`src/rtl/mem_bus_pkg.sv`:
```
// Shared memory-bus command encoding and arbiter state type.
// Used by the arbiter and by the CPU controller.
package mem_bus_pkg;

    localparam logic [1:0] MNONE  = 2'b00;
    localparam logic [1:0] MREAD  = 2'b01;
    localparam logic [1:0] MWRITE = 2'b11;

    typedef enum logic {
        S_CPU = 1'b0,
        S_DMA = 1'b1
    } arb_state_t;

endpackage

```
`src/rtl/mem_bus_arbiter_if.sv`:
```
// Signals between the CPU controller, the DMA/loader, the RAM and the arbiter.
// The slave modport is the arbiter's view; master is the environment's view.
interface mem_bus_arbiter_if #(
    parameter int AW = 9,
    parameter int DW = 16
);
    // Handshake: dma_req is a level held until the DMA is done. dma_gnt is
    // registered and means the DMA owns the bus in this cycle. cpu_wait=1
    // means the CPU command is not serviced and the CPU must hold
    // cmd/addr/state until cpu_wait=0.
    logic [1:0]    cpu_mem_cmd;
    logic [AW-1:0] cpu_mem_addr;
    logic [DW-1:0] cpu_wdata;
    logic [DW-1:0] cpu_rdata;
    logic          cpu_wait;
    logic          dma_req;
    logic [1:0]    dma_cmd;
    logic [AW-1:0] dma_addr;
    logic [DW-1:0] dma_wdata;
    logic          dma_gnt;
    logic [DW-1:0] dma_rdata;
    logic [1:0]    mem_cmd;
    logic [AW-1:0] mem_addr;
    logic [DW-1:0] mem_wdata;
    logic [DW-1:0] mem_rdata;

    modport slave (
        input  cpu_mem_cmd, cpu_mem_addr, cpu_wdata, dma_req, dma_cmd,
               dma_addr, dma_wdata, mem_rdata,
        output cpu_rdata, cpu_wait, dma_gnt, dma_rdata, mem_cmd, mem_addr,
               mem_wdata
    );

    modport master (
        output cpu_mem_cmd, cpu_mem_addr, cpu_wdata, dma_req, dma_cmd,
               dma_addr, dma_wdata, mem_rdata,
        input  cpu_rdata, cpu_wait, dma_gnt, dma_rdata, mem_cmd, mem_addr,
               mem_wdata
    );

endinterface

```
`src/rtl/mem_bus_arbiter_sat_counter.sv`:
```
// Saturating up-counter with synchronous clear; clear wins over increment.
// Used for the DMA starvation count and the DMA burst beat count.
module arb_sat_counter #(
    parameter int MAX = 1,
    parameter int W   = 1
) (
    input  logic         clk,
    input  logic         reset,
    input  logic         inc,
    input  logic         clr,
    output logic [W-1:0] cnt,
    output logic         at_max
);

    logic [W-1:0] cnt_q, cnt_d;

    assign at_max = (cnt_q == W'(MAX));
    assign cnt    = cnt_q;

    always_comb begin
        cnt_d = cnt_q;
        if (clr) begin
            cnt_d = '0;
        end else if (inc && !at_max) begin
            cnt_d = cnt_q + 1'b1;
        end
    end

    always_ff @(posedge clk) begin
        if (!reset) begin
            cnt_q <= '0;
        end else begin
            cnt_q <= cnt_d;
        end
    end

endmodule

```
`src/rtl/mem_bus_arbiter.sv`:
```
// Two-master arbiter for the single RAM port: CPU by default, DMA on CPU idle
// or after a starvation limit, for at most MAX_BURST counted beats per grant.
module mem_bus_arbiter
    import mem_bus_pkg::*;
#(
    parameter int MAX_BURST    = 8,
    parameter int STARVE_LIMIT = 4,
    parameter int BW = (MAX_BURST > 1) ? $clog2(MAX_BURST) : 1,
    parameter int SW = $clog2(STARVE_LIMIT + 1)
) (
    input  logic                clk,
    input  logic                reset,
    mem_bus_arbiter_if.slave    bus,
    output arb_state_t          state_o,
    output logic [BW-1:0]       beat_cnt_o,
    output logic [SW-1:0]       starve_cnt_o
);

    arb_state_t state_q, state_d;
    logic       just_left_q, just_left_d;
    logic       in_dma, dma_beat, entering_dma;
    logic       starve_at_max, beat_at_max;

    assign in_dma   = (state_q == S_DMA);
    assign dma_beat = in_dma && (bus.dma_cmd != MNONE);

    always_comb begin
        state_d = state_q;
        case (state_q)
            S_CPU: begin
                // just_left_q guarantees the CPU one serviced cycle between bursts
                if (bus.dma_req && !just_left_q &&
                    ((bus.cpu_mem_cmd == MNONE) || starve_at_max)) begin
                    state_d = S_DMA;
                end
            end
            S_DMA: begin
                if (!bus.dma_req || (dma_beat && beat_at_max)) begin
                    state_d = S_CPU;
                end
            end
            default: state_d = S_CPU;
        endcase
    end

    assign entering_dma = !in_dma && (state_d == S_DMA);
    assign just_left_d  = in_dma && (state_d == S_CPU);

    always_ff @(posedge clk) begin
        if (!reset) begin
            state_q     <= S_CPU;
            just_left_q <= 1'b0;
        end else begin
            state_q     <= state_d;
            just_left_q <= just_left_d;
        end
    end

    arb_sat_counter #(.MAX(STARVE_LIMIT), .W(SW)) u_starve_cnt (
        .clk    (clk),
        .reset  (reset),
        .inc    (!in_dma && bus.dma_req),
        .clr    (entering_dma || !bus.dma_req),
        .cnt    (starve_cnt_o),
        .at_max (starve_at_max)
    );

    // at_max marks the last allowed beat of a burst
    arb_sat_counter #(.MAX(MAX_BURST - 1), .W(BW)) u_beat_cnt (
        .clk    (clk),
        .reset  (reset),
        .inc    (dma_beat),
        .clr    (entering_dma),
        .cnt    (beat_cnt_o),
        .at_max (beat_at_max)
    );

    assign bus.mem_cmd   = !reset ? MNONE : (in_dma ? bus.dma_cmd : bus.cpu_mem_cmd);
    assign bus.mem_addr  = in_dma ? bus.dma_addr  : bus.cpu_mem_addr;
    assign bus.mem_wdata = in_dma ? bus.dma_wdata : bus.cpu_wdata;
    assign bus.cpu_wait  = reset && in_dma;
    assign bus.dma_gnt   = in_dma;
    assign bus.cpu_rdata = bus.mem_rdata;
    assign bus.dma_rdata = bus.mem_rdata;
    assign state_o       = state_q;

endmodule

```
`src/flat_wrapper.sv`:
```
// flat-port wrapper written by rule: the top's interface ports become plain ports
module mem_bus_arbiter_flat import mem_bus_pkg::*;
#(
    parameter int MAX_BURST    = 8,
    parameter int STARVE_LIMIT = 4,
    parameter int BW = (MAX_BURST > 1) ? $clog2(MAX_BURST) : 1,
    parameter int SW = $clog2(STARVE_LIMIT + 1)
)
  (clk, reset, state_o, beat_cnt_o, starve_cnt_o, bus_cpu_mem_cmd, bus_cpu_mem_addr, bus_cpu_wdata, bus_dma_req, bus_dma_cmd, bus_dma_addr, bus_dma_wdata, bus_mem_rdata, bus_cpu_rdata, bus_cpu_wait, bus_dma_gnt, bus_dma_rdata, bus_mem_cmd, bus_mem_addr, bus_mem_wdata);
  mem_bus_arbiter_if #(.AW(9), .DW(16)) bus_i ();
  input  logic clk;
  input  logic reset;
  output arb_state_t state_o;
  output logic [BW-1:0] beat_cnt_o;
  output logic [SW-1:0] starve_cnt_o;
  input wire logic [$bits(bus_i.cpu_mem_cmd)-1:0] bus_cpu_mem_cmd;
  input wire logic [$bits(bus_i.cpu_mem_addr)-1:0] bus_cpu_mem_addr;
  input wire logic [$bits(bus_i.cpu_wdata)-1:0] bus_cpu_wdata;
  input wire logic [$bits(bus_i.dma_req)-1:0] bus_dma_req;
  input wire logic [$bits(bus_i.dma_cmd)-1:0] bus_dma_cmd;
  input wire logic [$bits(bus_i.dma_addr)-1:0] bus_dma_addr;
  input wire logic [$bits(bus_i.dma_wdata)-1:0] bus_dma_wdata;
  input wire logic [$bits(bus_i.mem_rdata)-1:0] bus_mem_rdata;
  output wire logic [$bits(bus_i.cpu_rdata)-1:0] bus_cpu_rdata;
  output wire logic [$bits(bus_i.cpu_wait)-1:0] bus_cpu_wait;
  output wire logic [$bits(bus_i.dma_gnt)-1:0] bus_dma_gnt;
  output wire logic [$bits(bus_i.dma_rdata)-1:0] bus_dma_rdata;
  output wire logic [$bits(bus_i.mem_cmd)-1:0] bus_mem_cmd;
  output wire logic [$bits(bus_i.mem_addr)-1:0] bus_mem_addr;
  output wire logic [$bits(bus_i.mem_wdata)-1:0] bus_mem_wdata;
  assign bus_i.cpu_mem_cmd = bus_cpu_mem_cmd;
  assign bus_i.cpu_mem_addr = bus_cpu_mem_addr;
  assign bus_i.cpu_wdata = bus_cpu_wdata;
  assign bus_i.dma_req = bus_dma_req;
  assign bus_i.dma_cmd = bus_dma_cmd;
  assign bus_i.dma_addr = bus_dma_addr;
  assign bus_i.dma_wdata = bus_dma_wdata;
  assign bus_i.mem_rdata = bus_mem_rdata;
  assign bus_cpu_rdata = bus_i.cpu_rdata;
  assign bus_cpu_wait = bus_i.cpu_wait;
  assign bus_dma_gnt = bus_i.dma_gnt;
  assign bus_dma_rdata = bus_i.dma_rdata;
  assign bus_mem_cmd = bus_i.mem_cmd;
  assign bus_mem_addr = bus_i.mem_addr;
  assign bus_mem_wdata = bus_i.mem_wdata;
  mem_bus_arbiter #(.MAX_BURST(MAX_BURST), .STARVE_LIMIT(STARVE_LIMIT), .BW(BW), .SW(SW)) u_core (.clk(clk), .reset(reset), .bus(bus_i), .state_o(state_o), .beat_cnt_o(beat_cnt_o), .starve_cnt_o(starve_cnt_o));
endmodule
```
`config.mk`:
```
export PLATFORM = sky130hd
export DESIGN_NAME = mem_bus_arbiter_flat
export DESIGN_NICKNAME = d
export VERILOG_FILES = /design/src/rtl/mem_bus_pkg.sv /design/src/rtl/mem_bus_arbiter_if.sv /design/src/rtl/mem_bus_arbiter_sat_counter.sv /design/src/rtl/mem_bus_arbiter.sv /design/src/flat_wrapper.sv
export SDC_FILE = /design/constraint.sdc
export NUM_CORES = 1
export LEC_CHECK = 0
export ABC_CLOCK_PERIOD_IN_PS = 1700
export CAP_MARGIN = 0
export CORE_MARGIN = 10
export CORE_UTILIZATION = 25
export CTS_CLUSTER_DIAMETER = 120
export DETAILED_ROUTE_END_ITERATION = 10
export PLACE_DENSITY_LB_ADDON = 0.3
export SETUP_SLACK_MARGIN = 0.05
export SLEW_MARGIN = 20
export SYNTH_ARGS = -nofsm -noshare
export SYNTH_HDL_FRONTEND = slang
export SYNTH_SLANG_ARGS = --single-unit
```
`constraint.sdc`:
```
create_clock -name clk -period 1.7 [get_ports clk]
set_input_delay 0.34 -clock clk [delete_from_list [all_inputs] [get_ports clk]]
set_output_delay 0.34 -clock clk [all_outputs]
set_load 0.1 [all_outputs]
```
==> results by group, run 1 <==
Place
  • Placed Instances: 221
  • I/O Buffers: between 90 and 100
  • Gp weighted congestion: slightly below 0.9
  • Dpl ws: approximately 0.013 ns
  • Dpl hpwl: between 3000 and 4000 um

Worst setup path
  • CP Capture Type: output port
  • Top cell by count, worst path: buf_12
  • Top delay family on crit path: flip-flops
  • R2R Setup Slk: ~0.21 ns
  • CP bufs+invs: 2
  • CP Max Fanout: 6
  • Max incr delay on CP: 0.40 ns
  • CP required: about 1.4 ns
  • Critical-path cell list: buf_12 > mux2_2 > buf_12
  • Crit path kind: reg2out
  • Crit path DAT: around 1.3 ns
  • Worst Setup Start Kind: flop
  • Slowest library cell on the worst path: dfxtp_4

Global route
  • Vias in the first global route: 1185
  • First-pass GRT wire length: ~7200 um
  • Largest net degree at the start of global routing: 15
  • Global route overflow: 0
  • GR Util All Layers: between 10% and 20%
  • Initial antenna violation count: 0

STA
  • Final-report max-slew violation count: 0
  • Measured slew at the worst slew-check pin: 0.486 ns
  • Setup WS post-layout: 0.0509 ns
  • RSZ-0062 raised after global routing: true
  • Tmin final: ~1.6 ns
  • Setup TNS: 0 ns
  • # setup viols final: 0
  • Final Skew: approximately 0.0050 ns
  • Ratio of final minimum period to clock period: a little over nine tenths
  • Fin. Hold Viols: 0
  • Slew Limit Headroom: a little under 70%
  • FMAX: between 600 and 700 MHz

Synthesis
  • Flops & latches, synth: 8
  • Top area cells in the synthesized netlist: mux2_2 (28%), buf_4 (25%), dfxtp_1 (16%), ha_1 (4.9%), a21oi_1 (2.9%)
  • Post-synth ARST share: 0%
  • Syn Area/Cell: ~8.9 um2
  • Syn nets: approximately 190
  • Post-Syn Instances: ~120
  • Most frequent cell after synthesis: buf_4
  • Synth area leader: mux2_2
  • Post-synth top area share: between 20 and 30%
  • Number of synthesized flops with an enable pin: 0
  • Post-synth top cells: buf_4 (34), mux2_2 (25), dfxtp_1 (8), a21oi_1 (6), o21ai_0 (6)
  • Area of the mapped netlist: between 0.001 and 0.0015 mm2
  • Yosys warning count: 0
  • Number of library cell types mapped by synthesis: 26
  • Seq/Total Area, Yosys: ~16%
  • Most used DFF post-synth: dfxtp_1

Route
  • Via Count: ~1100
  • Final wirelength: between 4000 and 5000 um
  • Per-cell routed wire length: roughly 20 um
  • Drc violations: 0
  • Initial DRC count: 22
  • ANT nets after route: 0
  • Vias per inst: about 4.6
  • DRT Pass-1 Iters: 4

Floorplan
  • # rows: 23
  • Height of the chip: roughly 84 um
  • Starting density of the core: between 20% and 30%
  • Core Footprint: around 0.0040 mm2
  • I/O Pins: approximately 140
  • Die Wd: 83.9 um
  • Die area: 0.00703 mm2

Clock tree
  • Skew-Pair Late Insertion Delay: roughly 0.24 ns
  • Deepest level of the CTS H-tree: 1
  • Number of buffers created by CTS: 3
  • Clock Tree Buf Depth: 2
  • # clock sinks: 8
  • CTS tree: yes
  • Hold_buf cts: 0
  • Clock root buffer: clkbuf_8
  • Clock slew at reported path FFs: 0.05 ns

Final layout
  • Fin nets: ~260
  • Synthesis-to-layout area growth: 130%
  • Fin util: about three fifths
  • N_diodes: 0
  • Layout cell share with drive strength beyond 1: about 48%
  • Filler Cells Inserted: ~320
  • Non-filler cells, final: 233

Power
  • Cell area power density: roughly 570 mW/mm2
  • Clock share of power: between 10% and 20%
  • Internal power consumption: roughly 750 uW
  • VDD IR max: between 0.3 and 0.4 mV
  • Lkg Pwr: 0.000981 uW
  • Logic pwr share: around two thirds
  • Switching portion of total power: a little over two fifths
  • Seq pwr share: about 15%
  • Sw Pwr: just under 600 uW

Status
  • Status: complete, no violations

Hold path
  • Tightest Hold Check Type: reg2reg

Run
  • Maxcap violations: 0
-- metal layers --
layer / vias up / GRT usage, % / part of all wire, %
met1: 487 / 13.4 / 38
met3: 14 / 5.47 / 9.5
met2: 67 / 22.8 / 51
li1: 504 / - / -
met4: 0 / 4.57 / 1.6
met5: - / 0 / 0
-- final timing paths --
check	start	end	cells past startpoint
worst max-delay path	u_core.bus.dma_gnt$_SDFF_PN0_	bus_mem_addr[7]	3
worst min-delay path	u_core.u_starve_cnt.cnt[1]$_SDFFE_PP0P_	u_core.u_starve_cnt.cnt[1]$_SDFFE_PP0P_	2
worst min register to register	u_core.u_starve_cnt.cnt[1]$_SDFFE_PP0P_	u_core.u_starve_cnt.cnt[1]$_SDFFE_PP0P_	2
worst max register to register	u_core.bus.dma_gnt$_SDFF_PN0_	u_core.u_beat_cnt.cnt[1]$_SDFFE_PP0P_	5
-- power by group through the flow --
stage | logic, uW | registers, uW | clock network, uW
CTS | 884 | 197 | 258
floorplan | 822 | 220 | 0
global placement | 846 | 212 | 0
finish | 882 | 198 | 252
detailed placement | 852 | 213 | 0
global route | 908 | 198 | 272
-- cells by family (layout without fill, tap and decap cells) --
kind of cell / after synthesis / after routing / share of synthesized area, %
adders and majority gates: 4 / 4 / 4.91
DFF: 8 / 8 / 15.7
buffers and inverters: 39 / 107 / 27.9
AOI/OAI and AO/OA: 16 / 16 / 9.08
muxes: 27 / 27 / 29.6
and+or+nand+nor: 21 / 21 / 12.9
-- final cells by class --
cell class | count | area [um2] | share of cell area (%)
Clock buffer | 4 | 45.0 | 1.92
Inverter | 2 | 7.51 | 0.320
Multi-Input combinational cell | 68 | 674 | 28.7
Sequential cell | 8 | 171 | 7.30
Tap cell | 50 | 62.6 | 2.67
Timing Repair Buffer | 101 | 1390 | 59.1
-- sequential cells by signal (all words and copies together), names as in the netlist --
register                 flops
u_core.bus.dma_gnt           1
u_core.u_starve_cnt.cnt      3
u_core.u_beat_cnt.cnt        3
u_core.just_left_q           1
-- metrics by stage --
stage,hold slack (ns),area (um2),power [uW]
after floorplan,0.488,1120,1040
after global placement,0.495,2190,1060
after detailed placement,0.511,2190,1070
after CTS,0.521,2320,1340
after global routing,0.542,2350,1380
final,0.518,2350,1330
-- layout by cell type, fill, tap and decap left out, types with 2 or more instances in the layout --
| cell type | netlist | layout |
|---|---|---|
| clkdlybuf4s50_1 | 0 | 54 |
| buf_12 | 0 | 37 |
| mux2_4 | 0 | 20 |
| o21ai_0 | 6 | 6 |
| a21oi_1 | 6 | 6 |
| dfxtp_2 | 0 | 6 |
| mux2_2 | 25 | 5 |
| nand3_1 | 5 | 5 |
| buf_4 | 34 | 5 |
| ha_1 | 4 | 4 |
| clkbuf_8 | 0 | 3 |
| inv_1 | 2 | 2 |
| mux2i_2 | 0 | 2 |
| nor2b_4 | 0 | 2 |
| and2_1 | 3 | 2 |
| or3_1 | 2 | 2 |
| dlygate4sd2_1 | 0 | 2 |
| buf_6 | 1 | 2 |
-- timing repair --
action / in CTS / in global routing
gates resized for setup: 3 / 4
setup buffers: 7 / 1
endpoints found under the hold margin: 0 / 0
setup endpoints to repair: 28 / 26
gates cloned: 0 / 0
-- tightest hold or removal path, cell delays in order (launching register included) --
cell,delay (ns)
dfxtp_2,0.34
o21ai_0,0.07
a21oi_1,0.06
No activity file was read; power rests on OpenSTA's default activity.
==> run 2, diff against run 1 <==
--- a/config.mk
+++ b/config.mk
@@ -7,6 +7,7 @@
 export LEC_CHECK = 0
 export ABC_CLOCK_PERIOD_IN_PS = 1700
 export CAP_MARGIN = 0
+export CORE_ASPECT_RATIO = 0.6
 export CORE_MARGIN = 10
 export CORE_UTILIZATION = 25
 export CTS_CLUSTER_DIAMETER = 120
==> run 2 against run 1 <==
Routed wire length shrank 7.8%. Critical endpoint is now bus_mem_addr[5]. Largest cell class unchanged. Fmax grew 0.99%. Non-clock buffer count shrank 2. Hold slack lost 0.054 ns. Sequential power is essentially flat. Core utilization grew 2.4 points. Clock skew grew 0.0025 ns. Clock-buffer cell count is the same.
==> results by group, run 2 (synthesized netlist as in run 1, its figures left out) <==
Route
  • Final wirelength: between 4000 and 5000 um
  • Vias per inst: about 4.6
  • Drc violations: 0
  • Top layer in use: met4
  • Per-cell routed wire length: between 15 and 20 um
  • Met2 wire len: roughly 2500 um
  • ANT nets after route: 0
  • Via Count: approximately 1000
  • Post-Route M1 WL: 1450 um
  • Initial DRC count: 69
  • Met3 WL post-DR: 350 um
  • DRT Pass-1 Iters: 4

Worst setup path
  • CP Capture Type: output port
  • RR Startpoint: u_core.u_beat_cnt.cnt[0]$_SDFFE_PP0P_
  • CP required: ~1.4 ns
  • CP Max Fanout: 8
  • Critical Path Start: u_core.bus.dma_gnt$_SDFF_PN0_
  • Top cell by count, worst path: buf_12
  • Slowest library cell on the worst path: dfxtp_4
  • Top delay family on crit path: flip-flops
  • Crit path kind: reg2out
  • Max incr delay on CP: 0.38 ns
  • CP bufs+invs: 2
  • Crit path DAT: around 1.3 ns
  • Critical-path cell list: buf_12 > mux2_2 > buf_12
  • Worst Setup Start Kind: flop

Power
  • Cell area power density: between 500 and 600 mW/mm2
  • VDD IR max: between 0.2 and 0.3 mV
  • Lkg Pwr: around 0.0010 uW
  • Pwr Total: 1320 uW

Floorplan
  • I/O Pins: around 140
  • Die Wd: approximately 100 um
  • Height of the chip: ~69 um
  • Die area: 0.00712 mm2
  • # rows: 17
  • Core Footprint: between 0.003 and 0.004 mm2
  • Starting density of the core: between 20% and 30%

STA
  • Measured slew at the worst slew-check pin: about 0.45 ns
  • Fin. Hold Viols: 0
  • RSZ-0062 raised after global routing: true
  • Final Skew: 0.00755 ns
  • Slew Limit Headroom: just under 70%
  • Final-report max-slew violation count: 0
  • Setup TNS: 0 ns
  • Tmin final: roughly 1.6 ns
  • # setup viols final: 0
  • Ratio of final minimum period to clock period: about 96%
  • FMAX: between 600 and 700 MHz

Final layout
  • Commonest non-fill, non-tap cell in the layout: clkdlybuf4s50_1
  • Fin util: between 60% and 70%
  • Synthesis-to-layout area growth: 128%
  • Fin nets: approximately 260
  • Most frequent cells in the layout: clkdlybuf4s50_1 (52), buf_12 (38), mux2_4 (20)
  • Filler Cells Inserted: just over 300
  • N_diodes: 0
  • Layout cell share with drive strength beyond 1: 47.0%

Status
  • Status: complete, no violations

Run
  • Maxcap violations: 0

Clock tree
  • CTS tree: yes
  • Clock Tree Buf Depth: 2
  • Clock slew at reported path FFs: 0.05 ns
  • Number of buffers created by CTS: 3
  • Clock root buffer: clkbuf_8
  • # clock sinks: 8
  • Hold_buf cts: 0
  • Skew-Pair Late Insertion Delay: around 0.24 ns
  • Deepest level of the CTS H-tree: 1

Global route
  • First-pass GRT wire length: between 6000 and 7000 um
  • Vias in the first global route: approximately 1200
  • Largest net degree at the start of global routing: 18
  • GR Util All Layers: 11.9%
  • Global route overflow: 0
  • Initial antenna violation count: 0

Place
  • Gp weighted congestion: roughly 0.72
  • I/O Buffers: 92
  • Dpl hpwl: ~3800 um

Hold path
  • Hold Crit Start: reset
  • Tightest Hold Check Type: in2reg
run 2: changes by cell type in the layout (fill, tap and decap cells not counted), sizes merged:
cell / delta
buf: -2
clkdlybuf4s50: -2
dlygate4sd2: -2
dlymetal6s2s: +4
run 2: power breakdown:
part	switching, uW	total, uW	internal (uW)
registers	5.90	197	191
clock network	88.5	252	164
logic	487	874	387
run 2: final timing paths:
| kind | cells past startpoint | endpoint | slack, ns |
|---|---|---|---|
| worst max-delay path | 3 | bus_mem_addr[5] | 0.07 |
| worst min-delay path | 2 | u_core.bus.dma_gnt$_SDFF_PN0_ | 0.46 |
| worst max register to register | 5 | u_core.u_beat_cnt.cnt[0]$_SDFFE_PP0P_ | 0.21 |
| worst min register to register | 2 | u_core.u_beat_cnt.cnt[2]$_SDFFE_PP0P_ | 0.51 |
run 2: cell type report:
cell class              count  area, um2  area share, %
clock buffers               4       45.0           1.93
inverters                   2       7.51          0.322
multi-input cells          68        674           28.9
flip-flops and latches      8        171           7.36
well taps                  47       58.8           2.52
repair buffers             99       1370           58.9
run 2: what timing repair did:
action / 4_1_cts / 5_1_grt
endpoints found under the setup margin: 30 / 27
buffers inserted: 4 / 2
gates resized for setup: 3 / 6
run 2: per-stage QoR:
stage	std cells	hold WS (ns)	setup slack, ns	instance area, um2
6_report	228	0.465	0.0670	2330
5_1_grt	228	0.485	0.0369	2330
4_1_cts	226	0.514	0.0499	2300
3_5_place_dp	218	0.508	0.0235	2190
3_3_place_gp	218	0.495	0.0312	2190
2_1_floorplan	115	0.488	-0.0718	1120
run 2: worst reg2reg max path, delay by kind of cell (launching register included):
family | cells | cell delay [ns]
adders and majority gates | 2 | 0.43
and+or+nand+nor | 2 | 0.50
DFF | 1 | 0.34
AOI/OAI and AO/OA | 1 | 0.15
run 2: layer usage:
metal  up-vias  GRT usage [%]
li1        501              -
met3         6           3.87
met1       491           11.5
met2        42           22.9
met5         -              0
met4         0           3.55
==> run 3, diff against run 2 <==
--- a/config.mk
+++ b/config.mk
@@ -12,6 +12,7 @@
 export CORE_UTILIZATION = 25
 export CTS_CLUSTER_DIAMETER = 120
 export DETAILED_ROUTE_END_ITERATION = 10
+export GPL_TIMING_DRIVEN = 0
 export PLACE_DENSITY_LB_ADDON = 0.3
 export SETUP_SLACK_MARGIN = 0.05
 export SLEW_MARGIN = 20
==> run 3 against run 2 <==
The flow now finishes with violations (negative setup slack). Hold slack gained 0.024 ns. Final area grew 25%. Setup slack lost 0.15 ns. Largest cell class unchanged.
==> results by group, run 3 (synthesized netlist as in run 1, its figures left out) <==
Route
  • Vias per inst: ~4.4
  • Top layer in use: met4
  • Final wirelength: ~5500 um
  • Met2 wire len: between 3000 and 4000 um
  • Per-cell routed wire length: around 19 um
  • Met3 WL post-DR: ~510 um
  • ANT nets after route: 0
  • Initial DRC count: 30
  • Via Count: between 1000 and 1500
  • Post-Route M1 WL: about 1800 um
  • Drc violations: 0
  • DRT Pass-1 Iters: 4

Final layout
  • Most frequent cells in the layout: clkdlybuf4s50_1 (55), buf_4 (37), dlygate4sd2_1 (32)
  • Design Area, Final: slightly below 0.003 mm2
  • N_diodes: 0
  • Layout cell share with drive strength beyond 1: between 50% and 60%
  • Fin nets: between 300 and 400
  • Synthesis-to-layout area growth: 185%
  • Commonest non-fill, non-tap cell in the layout: clkdlybuf4s50_1

Power
  • Sw Pwr: about 900 uW
  • Internal power consumption: 836 uW
  • Cell area power density: approximately 600 mW/mm2
  • VDD IR max: roughly 0.32 mV
  • Pwr Total: approximately 1700 uW
  • Switching portion of total power: between 50 and 60%
  • Lkg Pwr: roughly 0.0013 uW
  • Logic pwr share: 75.0%
  • Clock share of power: a little over an eighth
  • Seq pwr share: 11.3%

Floorplan
  • Core Footprint: approximately 0.0038 mm2
  • Height of the chip: between 60 and 70 um
  • Die area: 0.00712 mm2
  • Starting density of the core: 26.9%
  • # rows: 17
  • I/O Pins: around 140
  • Die Wd: 102 um

Worst setup path
  • Max incr delay on CP: approximately 0.34 ns
  • Slowest library cell on the worst path: dfxtp_4
  • CP Max Fanout: 6
  • Crit path kind: reg2out
  • Top cell by count, worst path: buf_12
  • CP required: 1.36 ns
  • CP Capture Type: output port
  • Crit path DAT: 1.45 ns
  • Worst Setup Start Kind: flop
  • Critical-path cell list: buf_12 > buf_6 > buf_12 > mux2_4 > buf_12

Clock tree
  • Hold_buf cts: 0
  • Clock Tree Buf Depth: 2
  • Skew-Pair Late Insertion Delay: between 0.2 and 0.25 ns
  • Clock root buffer: clkbuf_8
  • # clock sinks: 8
  • CTS tree: yes
  • Clock slew at reported path FFs: ~0.04 ns
  • Number of buffers created by CTS: 3
  • Deepest level of the CTS H-tree: 1

STA
  • Measured slew at the worst slew-check pin: between 0.9 and 1 ns
  • Slew Limit Headroom: about a third
  • RSZ-0062 raised after global routing: true
  • WHS: between 0.4 and 0.5 ns
  • Ratio of final minimum period to clock period: 105%
  • Fin. Hold Viols: 0
  • Setup WS post-layout: -0.0872 ns
  • Final Skew: slightly below 0.003 ns
  • # setup viols final: 6
  • Final-report max-slew violation count: 0
  • Tmin final: roughly 1.8 ns
  • FMAX: 560 MHz

Status
  • Status: finished, violations left
  • Failing checks: negative setup slack

Place
  • Dpl hpwl: about 4400 um
  • Gp weighted congestion: 0.736
  • I/O Buffers: 124
  • Area after DPL: 0.00242 mm2

Run
  • Maxcap violations: 0

Global route
  • Global route overflow: 0
  • Vias in the first global route: around 1500
  • GR Util All Layers: between 10% and 20%
  • Largest net degree at the start of global routing: 7
  • First-pass GRT wire length: 8620 um
  • Initial antenna violation count: 0

Hold path
  • Tightest Hold Check Type: reg2reg
==> run 3: power groups by stage <==
stage	sequential (uW)	combinational [uW]	clock [uW]
3_3_place_gp	199	1150	0
4_1_cts	196	1300	242
5_1_grt	196	1340	258
2_1_floorplan	220	822	0
3_5_place_dp	198	1160	0
6_report	196	1300	239
==> run 3: repair_timing <==
action	in CTS	in global routing
buffers inserted	4	1
resized for setup	331	6
gates cloned	3	0
setup endpoints to repair	68	34
==> run 3: final cells by class <==
| class | count | area (um2) |
|---|---|---|
| repair buffers | 131 | 1590 |
| flip-flops and latches | 8 | 171 |
| fillers | 259 | 878 |
| well taps | 47 | 58.8 |
| plain buffers | 37 | 323 |
| multi-input cells | 68 | 717 |
| inverters | 2 | 7.51 |
| clock buffers | 4 | 45.0 |
==> run 3: path summary, 6_finish.rpt <==
check,start,end,slack (ns),cells after the start
min,u_core.u_beat_cnt.cnt[2]$_SDFFE_PP0P_,u_core.u_beat_cnt.cnt[2]$_SDFFE_PP0P_,0.49,2
min reg2reg,u_core.u_beat_cnt.cnt[2]$_SDFFE_PP0P_,u_core.u_beat_cnt.cnt[2]$_SDFFE_PP0P_,0.49,2
max reg2reg,u_core.bus.dma_gnt$_SDFF_PN0_,u_core.bus.dma_gnt$_SDFF_PN0_,0.15,7
max,u_core.bus.dma_gnt$_SDFF_PN0_,bus_mem_wdata[5],-0.09,5
==> run 3: stage by stage <==
stage | TNS, ns | setup slack, ns | cells | utilization [%]
floorplan | -1.21 | -0.0718 | 115 | -
global placement | -28.31 | -0.899 | 286 | 64.0
detailed placement | -28.32 | -0.900 | 286 | 64.0
CTS | -0.972 | -0.0966 | 297 | 76.8
global route | -0.811 | -0.117 | 297 | 76.8
finish | -0.446 | -0.0872 | 297 | 76.8
==> run 3: routing by layer <==
metal | GRT usage, % | up-vias
li1 | - | 638
met1 | 15.3 | 619
met2 | 28.5 | 57
met3 | 5.36 | 5
met4 | 2.93 | 0
met5 | 0 | -
==> run 3: worst max-delay path: cells and delay by family (launching register included) <==
kind	cells	cell delay (ns)
buffers and inverters	4	0.56
muxes	1	0.31
DFF	1	0.34
